$ cat config.mk
export PLATFORM = sky130hd
export DESIGN_NAME = pic_inta_sequencer_flat
export DESIGN_NICKNAME = d
export VERILOG_FILES = /design/src/rtl/pic_inta_sequencer_if.sv /design/src/rtl/pic_inta_sequencer.sv /design/src/flat_wrapper.sv
export SDC_FILE = /design/constraint.sdc
export NUM_CORES = 1
export LEC_CHECK = 0
export CAP_MARGIN = 20
export CELL_PAD_IN_SITES_DETAIL_PLACEMENT = 1
export CELL_PAD_IN_SITES_GLOBAL_PLACEMENT = 2
export CORE_AREA = 8 8 69 116
export CTS_CLUSTER_DIAMETER = 80
export DETAILED_ROUTE_END_ITERATION = 12
export DIE_AREA = 0 0 77 124
export PLACE_DENSITY = 0.9
export SYNTH_ARGS = -nofsm -noshare
export SYNTH_HDL_FRONTEND = slang
export SYNTH_SLANG_ARGS = --single-unit
$ cat constraint.sdc
create_clock -name clk -period 4.7 [get_ports clk]
set_input_delay 0.47 -clock clk [delete_from_list [all_inputs] [get_ports clk]]
set_output_delay 0.47 -clock clk [all_outputs]
set_load 0.01 [all_outputs]
$ cat src/rtl/pic_inta_sequencer_if.sv
// Bus bundle between the 8259 IRQ/priority stage, the OCW decode, the CPU
// acknowledge input and the data-bus driver on one side, and the INTA
// sequencer on the other.
//   master : the surrounding PIC logic / CPU side (drives requests, mask,
//            ICW fields, INTA and EOI strobes; receives INT, ISR, vector)
//   slave  : pic_inta_sequencer
// Signals:
//   irr[7:0]         pending requests             (master -> slave)
//   imr[7:0]         mask, 1 = masked             (master -> slave)
//   vector_base[4:0] ICW2 T7..T3                  (master -> slave)
//   auto_eoi         ICW4 AEOI                    (master -> slave)
//   INTA             acknowledge, active low      (master -> slave)
//   eoi_nonspecific  one-cycle strobe             (master -> slave)
//   eoi_specific     one-cycle strobe             (master -> slave)
//   eoi_level[2:0]   level for specific EOI       (master -> slave)
//   INT              interrupt request to CPU     (slave -> master)
//   isr[7:0]         in-service register          (slave -> master)
//   irr_clear[7:0]   one-hot IRR clear pulse      (slave -> master)
//   vector_data[7:0] vector byte                  (slave -> master)
//   vector_drive     data-bus drive enable        (slave -> master)
interface pic_inta_sequencer_if;
  logic [7:0] irr;
  logic [7:0] imr;
  logic [4:0] vector_base;
  logic       auto_eoi;
  logic       INTA;
  logic       eoi_nonspecific;
  logic       eoi_specific;
  logic [2:0] eoi_level;
  logic       INT;
  logic [7:0] isr;
  logic [7:0] irr_clear;
  logic [7:0] vector_data;
  logic       vector_drive;

  modport master (
    output irr, imr, vector_base, auto_eoi, INTA,
           eoi_nonspecific, eoi_specific, eoi_level,
    input  INT, isr, irr_clear, vector_data, vector_drive
  );

  modport slave (
    input  irr, imr, vector_base, auto_eoi, INTA,
           eoi_nonspecific, eoi_specific, eoi_level,
    output INT, isr, irr_clear, vector_data, vector_drive
  );
endinterface

$ cat src/rtl/pic_inta_sequencer.sv
// 8259 interrupt-acknowledge sequencer (8086 mode, two INTA pulses).
// Fully-nested fixed priority (IR0 highest), drives INT, maintains the
// in-service register (set on first INTA, cleared by EOI or auto-EOI) and
// presents the vector byte {vector_base, level} during the second INTA pulse.
// Ports:
//   clk   : system clock, all state changes on the rising edge
//   reset : synchronous, active-high
//   bus   : pic_inta_sequencer_if.slave (see interface file for signals)
module pic_inta_sequencer (
  input  logic                       clk,
  input  logic                       reset,
  pic_inta_sequencer_if.slave        bus
);

  typedef enum logic [1:0] {
    IDLE  = 2'd0,
    ACK1  = 2'd1,
    WAIT2 = 2'd2,
    ACK2  = 2'd3
  } state_t;

  state_t     state_reg;
  logic       inta_q_reg;
  logic       int_reg;
  logic [7:0] isr_reg;
  logic [7:0] isr_next;
  logic [7:0] irr_clear_reg;
  logic [7:0] vector_data_reg;
  logic       vector_drive_reg;
  logic [2:0] level_reg;
  logic       spurious_reg;

  logic [7:0] cand;
  logic [2:0] win_lvl;
  logic       win_any;
  logic [2:0] isr_lvl;
  logic       isr_any;
  logic       winner_valid;
  logic       fall;
  logic       rise;
  logic [7:0] clr_mask;
  logic [7:0] set_mask;

  assign fall = inta_q_reg & ~bus.INTA;
  assign rise = ~inta_q_reg & bus.INTA;
  assign cand = bus.irr & ~bus.imr;

  // Lowest set index of the candidates and of the ISR. Scanning downward
  // leaves the lowest index as the last assignment.
  always_comb begin
    win_lvl = 3'd0;
    win_any = 1'b0;
    isr_lvl = 3'd0;
    isr_any = 1'b0;
    for (int i = 7; i >= 0; i--) begin
      if (cand[i]) begin
        win_lvl = 3'(i);
        win_any = 1'b1;
      end
      if (isr_reg[i]) begin
        isr_lvl = 3'(i);
        isr_any = 1'b1;
      end
    end
    // Fully nested: a request is only granted if strictly higher priority
    // than everything already in service.
    winner_valid = win_any && (!isr_any || (win_lvl < isr_lvl));
  end

  // ISR clear sources (EOI, auto-EOI) and the set from the first INTA.
  always_comb begin
    clr_mask = 8'h00;
    set_mask = 8'h00;
    if (bus.eoi_specific)
      clr_mask[bus.eoi_level] = 1'b1;
    else if (bus.eoi_nonspecific && isr_any)
      clr_mask[isr_lvl] = 1'b1;
    if ((state_reg == ACK2) && rise && bus.auto_eoi && !spurious_reg)
      clr_mask[level_reg] = 1'b1;
    if ((state_reg == IDLE) && fall && winner_valid)
      set_mask[win_lvl] = 1'b1;
  end

  // Clears apply first, then the set, so a set on the same bit wins.
  genvar gi;
  generate
    for (gi = 0; gi < 8; gi++) begin : g_isr_bit
      assign isr_next[gi] = set_mask[gi] | (isr_reg[gi] & ~clr_mask[gi]);
    end
  endgenerate

  always_ff @(posedge clk) begin
    if (reset) begin
      state_reg        <= IDLE;
      inta_q_reg       <= 1'b0;
      int_reg          <= 1'b0;
      isr_reg          <= 8'h00;
      irr_clear_reg    <= 8'h00;
      vector_data_reg  <= 8'h00;
      vector_drive_reg <= 1'b0;
      level_reg        <= 3'd0;
      spurious_reg     <= 1'b0;
    end else begin
      inta_q_reg    <= bus.INTA;
      isr_reg       <= isr_next;
      irr_clear_reg <= set_mask;
      int_reg       <= 1'b0;
      case (state_reg)
        IDLE: begin
          int_reg <= winner_valid;
          if (fall) begin
            // No valid winner: acknowledge as spurious IR7, ISR untouched.
            level_reg    <= winner_valid ? win_lvl : 3'd7;
            spurious_reg <= ~winner_valid;
            int_reg      <= 1'b0;
            state_reg    <= ACK1;
          end
        end
        ACK1: begin
          if (rise)
            state_reg <= WAIT2;
        end
        WAIT2: begin
          if (fall) begin
            vector_drive_reg <= 1'b1;
            vector_data_reg  <= {bus.vector_base, level_reg};
            state_reg        <= ACK2;
          end
        end
        ACK2: begin
          if (rise) begin
            vector_drive_reg <= 1'b0;
            state_reg        <= IDLE;
          end
        end
        default: state_reg <= IDLE;
      endcase
    end
  end

  assign bus.INT          = int_reg;
  assign bus.isr          = isr_reg;
  assign bus.irr_clear    = irr_clear_reg;
  assign bus.vector_data  = vector_data_reg;
  assign bus.vector_drive = vector_drive_reg;

endmodule

$ cat src/flat_wrapper.sv
// flat-port wrapper written by rule: the top's interface ports become plain ports
module pic_inta_sequencer_flat 
  (clk, reset, bus_irr, bus_imr, bus_vector_base, bus_auto_eoi, bus_INTA, bus_eoi_nonspecific, bus_eoi_specific, bus_eoi_level, bus_INT, bus_isr, bus_irr_clear, bus_vector_data, bus_vector_drive);
  pic_inta_sequencer_if bus_i ();
  input  logic clk;
  input  logic reset;
  input wire logic [$bits(bus_i.irr)-1:0] bus_irr;
  input wire logic [$bits(bus_i.imr)-1:0] bus_imr;
  input wire logic [$bits(bus_i.vector_base)-1:0] bus_vector_base;
  input wire logic [$bits(bus_i.auto_eoi)-1:0] bus_auto_eoi;
  input wire logic [$bits(bus_i.INTA)-1:0] bus_INTA;
  input wire logic [$bits(bus_i.eoi_nonspecific)-1:0] bus_eoi_nonspecific;
  input wire logic [$bits(bus_i.eoi_specific)-1:0] bus_eoi_specific;
  input wire logic [$bits(bus_i.eoi_level)-1:0] bus_eoi_level;
  output wire logic [$bits(bus_i.INT)-1:0] bus_INT;
  output wire logic [$bits(bus_i.isr)-1:0] bus_isr;
  output wire logic [$bits(bus_i.irr_clear)-1:0] bus_irr_clear;
  output wire logic [$bits(bus_i.vector_data)-1:0] bus_vector_data;
  output wire logic [$bits(bus_i.vector_drive)-1:0] bus_vector_drive;
  assign bus_i.irr = bus_irr;
  assign bus_i.imr = bus_imr;
  assign bus_i.vector_base = bus_vector_base;
  assign bus_i.auto_eoi = bus_auto_eoi;
  assign bus_i.INTA = bus_INTA;
  assign bus_i.eoi_nonspecific = bus_eoi_nonspecific;
  assign bus_i.eoi_specific = bus_eoi_specific;
  assign bus_i.eoi_level = bus_eoi_level;
  assign bus_INT = bus_i.INT;
  assign bus_isr = bus_i.isr;
  assign bus_irr_clear = bus_i.irr_clear;
  assign bus_vector_data = bus_i.vector_data;
  assign bus_vector_drive = bus_i.vector_drive;
  pic_inta_sequencer u_core (.clk(clk), .reset(reset), .bus(bus_i));
endmodule
Word level (Yosys, flattened, before mapping)
Cells that the tools add are included.

Register bits after elaboration: 33. Bits of input ports: 30. Output and inout bits: 26. Logic and storage cells: 132.

$lt $le $gt $ge: 9. Equality and inequality tests: 7. Mux-type cells: 53. Bitwise gates (word level): 33. Reductions and logical operators: 21.

Operator list (number): 3-bit 2-to-1 mux (17); 8-bit 2-to-1 mux (4); 1-bit 2-to-1 mux (22); 3-bit by 4-bit < comparator with 1-bit output (second input constant) (4); 1-bit demux with 3-bit select (4); 3-bit by 1-bit >= comparator with 1-bit output (second input constant) (4); 1-bit NOT (12); 1-bit logical AND (11); 1-bit bitwise AND (10); 8-bit bitwise AND (1); 2-bit 2-to-1 mux (4); 2-bit by 1-bit inequality test with 1-bit output (second input constant) (4); 8-bit NOT (1); 1-bit OR (8); 8-bit OR (1); 2-bit one-hot mux with 4 select lines (1); 2-bit == test (second input constant) (2); 2-bit AND reduction (2); 4-bit AND reduction (1); 3-bit < comparator (1); 3-bit AND reduction (1); 3-bit OR reduction (1); 2-bit by 1-bit == test with 1-bit output (second input constant) (1); 1-bit logical NOT (2); other kinds (4) (4).

Longest topological paths before layout
Depth in word-level cells: 19. Depth in mapped cells: 10. Depth with buffers taken out: 10.

Worst setup path after synthesis
No wires, ideal clock.

Kind: input-to-reg. Start point: input bus_imr[5]. End point: register u_core.level_reg[0]. Library setup time: 0.120 ns. Arrival time: 2.182 ns. Required time: 4.580 ns. Slack: 2.398 ns. Stages on the path: 10. Buffers on the path: 0. Path through: nand2b_1 -> nand2_1 -> a21oi_1 -> o21ai_0 -> inv_1 -> ha_1 -> o21a_1 -> o21ai_1 -> o21ai_1 -> o31a_1.

Longest elaborated chain between the ends: 12. Elaborated cells on any way between the ends: 18. Those cells by class: order compare (1); mux (13); bitwise (2); reduce/logical (2).

Ends and longest elaborated chain: start, declared (RTL line flat_wrapper.sv:8) `input wire logic [$bits(bus_i.imr)-1:0] bus_imr;`; 8-bit NOT * (RTL line pic_inta_sequencer.sv:46) `assign cand = bus.irr & ~bus.imr;`; 8-bit bitwise AND * (RTL line pic_inta_sequencer.sv:46); 3-bit 2-to-1 mux (6 in series) (RTL line pic_inta_sequencer.sv:56) `if (cand[i]) begin`; 3-bit < comparator (RTL line pic_inta_sequencer.sv:67) `winner_valid = win_any && (!isr_any || (win_lvl < isr_lvl));`; 1-bit logical OR (RTL line pic_inta_sequencer.sv:67); 1-bit logical AND (RTL line pic_inta_sequencer.sv:67); 3-bit 2-to-1 mux * (RTL line pic_inta_sequencer.sv:113) `level_reg <= winner_valid ? win_lvl : 3'd7;`; end signal, assigned (RTL line pic_inta_sequencer.sv:113); end, declared (RTL line pic_inta_sequencer.sv:30) `logic [2:0] level_reg;`.

Mark *: on every way between the ends. The rest lies on a longest branch, timed or not. A chain may end at the register's enable or synchronous reset.

Final worst setup path
Ends and elaborated chain as after synthesis.

==> results.md <==
* Outcome: complete, no violations
* First-pass GRT wire length at roughly 9000 microns
* Main synth FF type: dfxtp_1
* Die ar. at 9550 sq um
* Power density over the cells at ~310 nW/um^2
* Initial antenna violation count at 0
* Final critical-path required period at ~2700 ps
* Grt ovf at 0
* Cell chain of the critical path: clkdlybuf4s50_1 -> nand2b_1 -> nand2_1 -> a21oi_1 -> o21ai_0 -> inv_1 -> ha_1 -> o21a_1 -> o21ai_1 -> o21ai_1 -> o31a_1
* Placed cell area at 2330 sq um
* Vias per inst at about 5.1
* # Post-CTS Setup Buffers at 0
* Fin area at roughly 2500 sq um
* Vias after detailed routing at ~1800
* Seq pwr share at 0.399
* # IOs at 56
* Starting Density at 0.263
* HP Class: flip-flop to flip-flop
* Number of flops mapped to enable cells by yosys at 0
* Rows at 39
* Placed Instances at 339
* Post-Layout Cell Count at roughly 350
* Worst-path clk slew at about 50 ps
* Clock power frac at 0.406
* Internal power at about 0.00057 W
* Largest net degree at the start of global routing at 17
* R2R Setup Slk at about 2200 ps
* Max clock buf depth at 2
* Core Box Area at around 6400 sq um
* Slew headroom at 0.593
* Crit share post-route at 0.570
* Syn Std Cell Area at ~1700 sq um
* Synth warnings at 0
* Setup crit start kind: input pin
* Layout net count at 300
* Total CTS buffers at 5
* Syn Area/Cell at between 8 and 9 sq um
* Hold Path Depth at 2
* Die X-Extent at between 70 and 80 microns
* DP HPWL at about 4500 microns
* Maximum VDD drop at about 0.13 mV
* Cells after Synth at 207
* Net Sw Frac at 0.262
* Crit Path Max Fanout at 7
* R2r startpoint: u_core.bus.isr[6]$_SDFF_PP0_
* CP required at between 4000 and 5000 ps
* Leakage at 0.906 nW
* N_diodes at 0
* Register area share after synthesis at 0.389
* WL final at between 5000 and 6000 microns
* All-Layer GR Usage at 0.118
* Fmax at about 370 MHz
* Vias in the first global route at roughly 1900
* CP top delay family: compound AO/OA/AOI/OAI gates
* Register-to-Register Path Depth at 6
* Worst Max-Slew Pin Slew at between 600 and 700 ps
* Worst R2R End: u_core.level_reg[0]$_SDFFE_PP0P_
* DRT iter0 DRCs at 60
* Worst path buffer plus inverter count at 2
* Most frequent cells in the layout: clkdlybuf4s50_1, dfxtp_1, nand2_1, nor2_1
* Psw at about 0.00020 W
* Combinational fraction of design power at 0.195
* FFs w/ async S/R, synth at 0
* Worst path slowest cell: clkdlybuf4s50_1
* Critical path class: input pin to flip-flop
* Clock skew at around 4.8 ps
* Yosys cell types at 43
* Setup TNS at 0 ps
* Share of layout cells above drive strength 1 at 0.0455
* Hold Path End: u_core.bus.vector_data[3]$_SDFFE_PP0P_
* Buffers on Ports at 55
* Clock sinks at 33
* Register bit total from synthesis at 33
* Delay of the slowest cell on the worst path at around 400 ps
* # hold bufs at CTS at 0
* Final slew viol count at 0
* Area Growth Syn to Fin at 46.0%
* Resize count post-CTS at 0
* Final hold vios at 0
* CP Data Arrival Time at about 2800 ps
* Commonest non-fill, non-tap cell in the layout: clkdlybuf4s50_1
* DRC violations left at 0
* Crit end category: flip-flop
* Detail Route Antenna Nets at 0
* Routability cong. at around 0.81
* Vert. Die Dim at 124 microns
* Clk Latency, worst-skew pair at between 200 and 300 ps
* Pre-antenna DRT Iters at 4
* Clock root buffer: clkbuf_16
* H-tree depth at 2
* CTS tree: built
* WL/cell at between 15 and 20 microns
* Total power at slightly below 0.0008 W
* RSZ-0062 raised after global routing: no
* Hold_sp: u_core.bus.vector_data[3]$_SDFFE_PP0P_
* Setup Viol. Count Final at 0
* Most used cell along the critical path: o21ai_1
* Syn nets at ~240
* Max-cap viol count at 0
metrics by stage:
stage	hold slack, ps	worst slack, ps	util
CTS	460	2000	0.385
floorplan	470	2400	-
detailed placement	453	1720	0.362
finish	452	2020	0.385
global placement	442	1770	0.362
global route	471	1830	0.385
cell type report:
| cell class | instances | area, sq um |
|---|---|---|
| inverters | 4 | 15.0 |
| well taps | 82 | 103 |
| fillers | 795 | 3960 |
| flip-flops and latches | 33 | 661 |
| repair buffers | 56 | 558 |
| multi-input cells | 164 | 998 |
| clock buffers | 7 | 143 |
tightest hold or removal path: cells and delay by family, from the launching register on:
kind / cells / cell delay (ps)
compound gates: 1 / 50
flops: 1 / 300
simple gates: 1 / 50
cell families after synthesis:
logic type	count (synthesis)	synth area share
mux	1	0.00590
buf+inv	10	0.0221
fa+ha+maj	6	0.0442
compound gates	44	0.181
simple gates	113	0.358
flops	33	0.389
per-layer routing:
layer / wire length (microns) / track usage / vias up
li1: - / - / 863
met1: 2030 / 0.107 / 843
met5: 0 / 0 / -
met4: 190 / 0.0653 / 0
met2: 3080 / 0.228 / 39
met3: 268 / 0.0361 / 14
cell usage after synthesis (all sizes together), types with 2 or more instances:
master / n / area [sq um]
dfxtp: 33 / 661
nand2: 24 / 90.1
nor2: 24 / 90.1
nand2b: 12 / 75.1
nand3: 12 / 60.1
a21oi: 11 / 55.1
nor2b: 9 / 56.3
o21ai: 7 / 38.8
clkbuf: 6 / 22.5
ha: 6 / 75.1
nand3b: 5 / 37.5
nor3: 5 / 25.0
o22ai: 5 / 31.3
inv: 4 / 15.0
nor3b: 4 / 30.0
and2: 3 / 18.8
nand4: 3 / 18.8
o2111ai: 3 / 26.3
a311oi: 2 / 17.5
a41o: 2 / 20.0
and3: 2 / 12.5
and3b: 2 / 17.5
nand4b: 2 / 17.5
nor4: 2 / 12.5
o31ai: 2 / 15.0
or4: 2 / 22.5
worst max path at each step:
stage                     from                                to  slack (ps)  depth (start not counted)
detailed placement  bus_imr[5]  u_core.level_reg[0]$_SDFFE_PP0P_        1720                         11
CTS                 bus_imr[5]  u_core.level_reg[0]$_SDFFE_PP0P_        2000                         11
global route        bus_imr[3]  u_core.level_reg[0]$_SDFFE_PP0P_        1830                         10
floorplan           bus_imr[5]  u_core.level_reg[0]$_SDFFE_PP0P_        2400                         10
finish              bus_imr[5]  u_core.level_reg[0]$_SDFFE_PP0P_        2020                         11
global placement    bus_imr[5]  u_core.level_reg[0]$_SDFFE_PP0P_        1770                         11
power groups by stage:
stage | clock network [W] | logic [W] | registers [W]
after global routing | 0.000332 | 0.000172 | 0.000313
after CTS | 0.000324 | 0.000155 | 0.000311
after global placement | 0 | 0.000149 | 0.000317
final | 0.000316 | 0.000152 | 0.000311
after floorplan | 0 | 0.0000901 | 0.000311
after detailed placement | 0 | 0.000154 | 0.000317
(Power assumes the default switching activity.)
